**src/rtl/tdm_pkg.sv**
```systemverilog
`default_nettype none
// ============================================================================
// Module      : tdm_pkg
// Description : Shared constants and FSM encoding for the 4-slot TDM demux
// Revision    : 1.0 - initial release
// ============================================================================

package tdm_pkg;

    localparam int NUM_SLOTS = 4;
    localparam int SLOT_W    = 2;

    typedef enum logic [0:0] {
        HUNT = 1'b0,
        RUN  = 1'b1
    } state_t;

endpackage

`default_nettype wire

```
**src/rtl/tdm_slot_ctr.sv**
```systemverilog
`default_nettype none
// ============================================================================
// Module      : tdm_slot_ctr
// Description : Frame-alignment FSM and slot counter with sync realignment
// Revision    : 1.0 - initial release
// ============================================================================

module tdm_slot_ctr
    import tdm_pkg::*;
(
    input  logic              clk,
    input  logic              rst_n,
    input  logic              in_valid,
    input  logic              sync,
    output logic [SLOT_W-1:0] slot,
    output logic              locked,
    output logic              sync_err,
    output logic              wr_en,
    output logic [SLOT_W-1:0] wr_idx,
    output logic              complete
);

    state_t            state;
    state_t            state_nxt;
    logic [SLOT_W-1:0] slot_nxt;
    logic              sync_err_nxt;

    always_ff @(posedge clk or negedge rst_n) begin
        if (!rst_n) begin
            state    <= HUNT;
            slot     <= '0;
            sync_err <= 1'b0;
        end else begin
            state    <= state_nxt;
            slot     <= slot_nxt;
            sync_err <= sync_err_nxt;
        end
    end

    always_comb begin
        state_nxt    = state;
        slot_nxt     = slot;
        sync_err_nxt = 1'b0;
        wr_en        = 1'b0;
        wr_idx       = slot;
        complete     = 1'b0;
        case (state)
            HUNT: begin
                if (in_valid && sync) begin
                    wr_en     = 1'b1;
                    wr_idx    = '0;
                    slot_nxt  = SLOT_W'(1);
                    state_nxt = RUN;
                end
            end
            RUN: begin
                if (in_valid) begin
                    wr_en = 1'b1;
                    // A sync away from slot 0 restarts the frame; the stale
                    // partial slots get overwritten before the next completion.
                    if (sync && (slot != '0)) begin
                        sync_err_nxt = 1'b1;
                        wr_idx       = '0;
                        slot_nxt     = SLOT_W'(1);
                    end else begin
                        slot_nxt = slot + SLOT_W'(1);
                        complete = (slot == SLOT_W'(NUM_SLOTS - 1));
                    end
                end
            end
            default: state_nxt = HUNT;
        endcase
    end

    assign locked = (state == RUN);

endmodule

`default_nettype wire

```
**src/rtl/tdm_demux_14.sv**
```systemverilog
`default_nettype none
// ============================================================================
// Module      : tdm_demux_14
// Description : 4-slot TDM demultiplexer with shadow frame and ready/valid out
// Revision    : 1.0 - initial release
// ============================================================================

module tdm_demux_14
    import tdm_pkg::*;
#(
    parameter int W = 1
) (
    input  logic                   clk,
    input  logic                   rst_n,
    input  logic [W-1:0]           din,
    input  logic                   in_valid,
    input  logic                   sync,
    output logic [NUM_SLOTS*W-1:0] frame,
    output logic                   out_valid,
    input  logic                   out_ready,
    output logic [SLOT_W-1:0]      slot,
    output logic                   locked,
    output logic                   sync_err,
    output logic                   overflow
);

    logic                   wr_en;
    logic [SLOT_W-1:0]      wr_idx;
    logic                   complete;
    logic                   take;
    logic [NUM_SLOTS*W-1:0] new_frame;

    tdm_slot_ctr u_slot_ctr (
        .clk      (clk),
        .rst_n    (rst_n),
        .in_valid (in_valid),
        .sync     (sync),
        .slot     (slot),
        .locked   (locked),
        .sync_err (sync_err),
        .wr_en    (wr_en),
        .wr_idx   (wr_idx),
        .complete (complete)
    );

    // The last slot never needs a shadow: it is taken straight from din.
    genvar k;
    generate
        for (k = 0; k < NUM_SLOTS - 1; k++) begin : g_shadow
            logic [W-1:0] q;
            always_ff @(posedge clk or negedge rst_n) begin
                if (!rst_n) begin
                    q <= '0;
                end else if (wr_en && (wr_idx == SLOT_W'(k))) begin
                    q <= din;
                end
            end
            assign new_frame[k*W +: W] = q;
        end
    endgenerate

    assign new_frame[(NUM_SLOTS-1)*W +: W] = din;
    assign take = out_valid && out_ready;

    always_ff @(posedge clk or negedge rst_n) begin
        if (!rst_n) begin
            frame     <= '0;
            out_valid <= 1'b0;
            overflow  <= 1'b0;
        end else begin
            overflow <= 1'b0;
            if (complete) begin
                if (!out_valid || take) begin
                    frame     <= new_frame;
                    out_valid <= 1'b1;
                end else begin
                    overflow <= 1'b1;
                end
            end else if (take) begin
                out_valid <= 1'b0;
            end
        end
    end

endmodule

`default_nettype wire
```
**config.mk**
```make
export PLATFORM = sky130hd
export DESIGN_NAME = tdm_demux_14
export DESIGN_NICKNAME = d
export VERILOG_FILES = /design/src/rtl/tdm_pkg.sv /design/src/rtl/tdm_slot_ctr.sv /design/src/rtl/tdm_demux_14.sv
export SDC_FILE = /design/constraint.sdc
export NUM_CORES = 1
export LEC_CHECK = 0
export CORE_UTILIZATION = 42
export DETAILED_ROUTE_END_ITERATION = 7
export PLACE_DENSITY = 0.71
export SYNTH_ARGS = -nofsm -noshare
export SYNTH_HDL_FRONTEND = slang
export SYNTH_SLANG_ARGS = --single-unit
```
**constraint.sdc**
```tcl
create_clock -name clk -period 1.4 [get_ports clk]
set_clock_uncertainty 0.05 [all_clocks]
set_input_delay 0.14 -clock clk [delete_from_list [all_inputs] [get_ports clk]]
set_output_delay 0.14 -clock clk [all_outputs]
set_load 0.01 [all_outputs]
```
==> impl_summary.md <==
Clocking
The deepest clock path buffer count is 2. Clock tree synthesis inserted a total of 3 buffers. In this run the number of H-tree levels came out at 1. The cell at the root of the clock tree is sky130_fd_sc_hd__clkbuf_4. The post-CTS repair timing setup buffer count is 0. TritonCTS built the clock tree. The number of buffers inserted by hold repair at cts is 0.

Clock latency on the worst-skew pair, taken at its later pin, is 0.28 ns. For this design, the sink count on the clock tree is 13. The clock-pin slew on the worst setup and hold paths is 0.08 ns.

Pwr
In this run the power spent charging and discharging nets is 0.534 mW. Power spread over the standard cell area amounts to 1740 mW/mm2. For this design the static power due to leakage is 0.457 nW. After layout, the design draws a total of 1.66 mW.

Net switching is 32.2% of the power. Sequential cells account for 35.5% of the total power. The portion of total power attributed to the clock network is 14.1%. The portion of total power attributed to combinational logic is 50.4%. The maximum VDD drop is 1.20 mV. Cell internal power was estimated by the tool at 1.13 mW.

Synth
The cell area that synthesis handed to floorplanning was 658 um2. For this run, the number of Yosys warnings is 0. The number of enable flip-flop cells after synthesis is 0.

By area the synthesized netlist is led by sky130_fd_sc_hd__dfrtp_1 (49%), sky130_fd_sc_hd__mux2_4 (9.1%), sky130_fd_sc_hd__mux2_1 (5.1%). The share of the synthesized area in the top cell type is 49.4%. In the synthesized netlist the dominant register cell turns out to be sky130_fd_sc_hd__dfrtp_1. The net count of the mapped netlist is 59. By count the netlist is led by sky130_fd_sc_hd__dfrtp_1 (13), sky130_fd_sc_hd__mux2_4 (4), sky130_fd_sc_hd__inv_1 (3), sky130_fd_sc_hd__mux2_1 (3), sky130_fd_sc_hd__nand4_1 (3).

After synthesis, the mean cell area works out to 12.9 um2. The leading area contributor after synthesis is sky130_fd_sc_hd__dfrtp_1. The fraction of registers with async set or reset after synthesis is 100%. Counting flops and latches in the post-synthesis netlist gives 13. Sequential elements use 49.4% of the synthesized area.

Among all cell types in the netlist, the one instantiated most often is sky130_fd_sc_hd__dfrtp_1. In this run, distinct cell masters in the synthesized netlist total 25. The gate count of the mapped netlist is 51.

STA
For the pin with the worst max-slew slack, the measured transition is 0.236 ns. The number of failing hold endpoints at the final stage is 0. The routed design could run at a clock period as short as 1.46 ns. The worst setup margin is -0.0559 ns. The tightest hold path in the finished design has a slack of 0.104 ns. Setup repair after global routing could not meet its margin everywhere.

Setup violations remaining at the end of the flow were counted as 4. Summed over all failing endpoints, the final setup total negative slack is -0.181 ns. The remaining max-slew budget at the tightest pin is 84.2%. Of the available clock period, the critical path in the final layout requires 104%. The number of max-slew violations in the final report is 0. The fmax is 687 MHz.

Outcome
The final reports fail on negative setup slack. The flow ran to the end, but the final reports show violations.

Worst setup path
The dominant delay contributor by cell family on the critical path is flip-flops. The worst setup path is captured at a flop. By startpoint and endpoint, the worst setup path is classified as reg -> reg. The worst path buffer plus inverter count is 1. The worst-path maximum fanout is 4.

The total stage count of the critical path is 5. For the worst setup path, the data arrival time is 1.57 ns. For the worst setup path, the data required time is 1.52 ns. The depth of the worst register-to-register path is 5. Traced cell by cell, the critical path runs through inv_2 > ha_4 > nor2b_4 > nand4bb_4 > mux2_4. STA classifies the critical path startpoint as a flop. For this run, the slowest stage of the critical path takes 0.43 ns. The standard cell with the maximum stage delay on the critical path is sky130_fd_sc_hd__dfrtp_2.

GRT
The initial antenna violation count is 0. The global-route wire length before repair is 2.43 mm. The total global routing track utilization is 18.7%. The maximum number of pins on one net before global-route repair is 14. The number of global-route vias before repair is 506. Summed over all layers, the global routing overflow is 0.

Place
The placer's final routability congestion estimate is 0.721. At the placement stage, the worst setup path has a slack of -0.189 ns. Input and output buffers added on the ports amount to 15.

The detailed placer's ending HPWL is 988 um.

Drt
The detailed router finished its first iteration with 3 violations. The DRC violation count after routing is 0. The number of search-and-repair iterations in the first detailed-routing pass is 4.

The total number of vias is 500. In the final routed layout, each cell accounts on average for 13.2 um. In the routed layout, each cell is associated on average with a via count of 5.26.

The number of nets still failing antenna checks after routing is 0. Wires add up to 1.26 mm.

Die
The number of primary I/O pins is 16. The initialized floorplan defines 13 standard-cell rows. For this configuration, the core starts out at a cell density of 47.6%. The die height is 41.6 um. The area of the die is 0.00173 mm2. The standard cell core area is 0.00138 mm2. The die boundary width is 41.6 um.

Job
Across the run, the number of max-cap violations was 0.

Layout
The final standard cell utilization of the core is 69.1%. At the end of the flow, the number of nets in the layout was 89. 0 antenna diodes ended up in the layout. The signed area change from the synthesized netlist to the final layout is 45.2%.

Cells with a size suffix above 1 make up 40.0% of the layout.

Worst hold path
The worst hold path belongs to the class in -> async.
stage by stage:
stage	cells	instance area, um2
2_1_floorplan	51	678
3_3_place_gp	91	918
3_5_place_dp	91	918
4_1_cts	95	948
5_1_grt	95	956
6_report	95	956
routing by layer:
layer / track usage, % / vias to the layer above / wire length, um
met5: 0 / - / 0
li1: - / 244 / -
met4: 9.68 / 0 / 23
met3: 3.91 / 3 / 44
met1: 25.8 / 236 / 592
met2: 27.5 / 17 / 598
repair_timing:
| action | 4_1_cts | 5_1_grt |
|---|---|---|
| gates cloned | 0 | 0 |
| pin swaps | 1 | 1 |
| resized for setup | 5 | 3 |
| setup endpoints to repair | 8 | 10 |
area by class of cell:
| type | instances | area [um2] |
|---|---|---|
| fillers | 99 | 427 |
| flip-flops and latches | 13 | 329 |
| multi-input cells | 33 | 327 |
| repair buffers | 27 | 244 |
| clock buffers | 4 | 26.3 |
| well taps | 15 | 18.8 |
| inverters | 3 | 11.3 |
state kept, by name, indices dropped and copies added (netlist names):
name / cells
frame: 4
g_shadow.q: 3
u_slot_ctr.slot: 2
out_valid: 1
overflow: 1
u_slot_ctr.locked: 1
u_slot_ctr.sync_err: 1
power groups by stage:
| stage | Sequential (mW) | Clock [mW] | Combinational [mW] |
|---|---|---|---|
| after detailed placement | 0.603 | 0 | 0.860 |
| final | 0.590 | 0.234 | 0.837 |
| after global routing | 0.611 | 0.276 | 0.901 |
| after global placement | 0.597 | 0 | 0.836 |
| after CTS | 0.594 | 0.239 | 0.854 |
| after floorplan | 0.665 | 0 | 0.395 |
cell families after synthesis:
group	Yosys count	share of synthesized area, %
fa+ha+maj	2	3.80
flops	13	49.4
mux	7	14.3
simple gates	16	20.0
compound gates	8	7.98
buf+inv	5	4.56
final timing paths:
path	endpoint	start	slack, ns
max reg2reg	frame[2]$_DFFE_PN0P_	u_slot_ctr.slot[0]$_DFFE_PN0P_	-0.06
max in group asynchronous	u_slot_ctr.slot[0]$_DFFE_PN0P_	rst_n	1.02
min in group clk	g_shadow[2].q$_DFFE_PN0P_	g_shadow[2].q$_DFFE_PN0P_	0.45
min	frame[3]$_DFFE_PN0P_	rst_n	0.10
max	frame[2]$_DFFE_PN0P_	u_slot_ctr.slot[0]$_DFFE_PN0P_	-0.06
min reg2reg	g_shadow[2].q$_DFFE_PN0P_	g_shadow[2].q$_DFFE_PN0P_	0.45
cell usage in the layout (no fill, tap or decap), types with 3 or more instances in the layout:
cell	Yosys	routed
sky130_fd_sc_hd__dfrtp_2	0	3
sky130_fd_sc_hd__dfrtp_1	13	10
sky130_fd_sc_hd__dlygate4sd2_1	0	3
sky130_fd_sc_hd__buf_4	1	12
sky130_fd_sc_hd__nand4_1	3	3
sky130_fd_sc_hd__mux2_1	3	3
sky130_fd_sc_hd__mux2_4	4	4
sky130_fd_sc_hd__clkbuf_4	0	3
sky130_fd_sc_hd__dlymetal6s2s_1	0	3
sky130_fd_sc_hd__clkdlybuf4s50_1	0	9
Note: power is estimated with default switching activity, not from simulation.
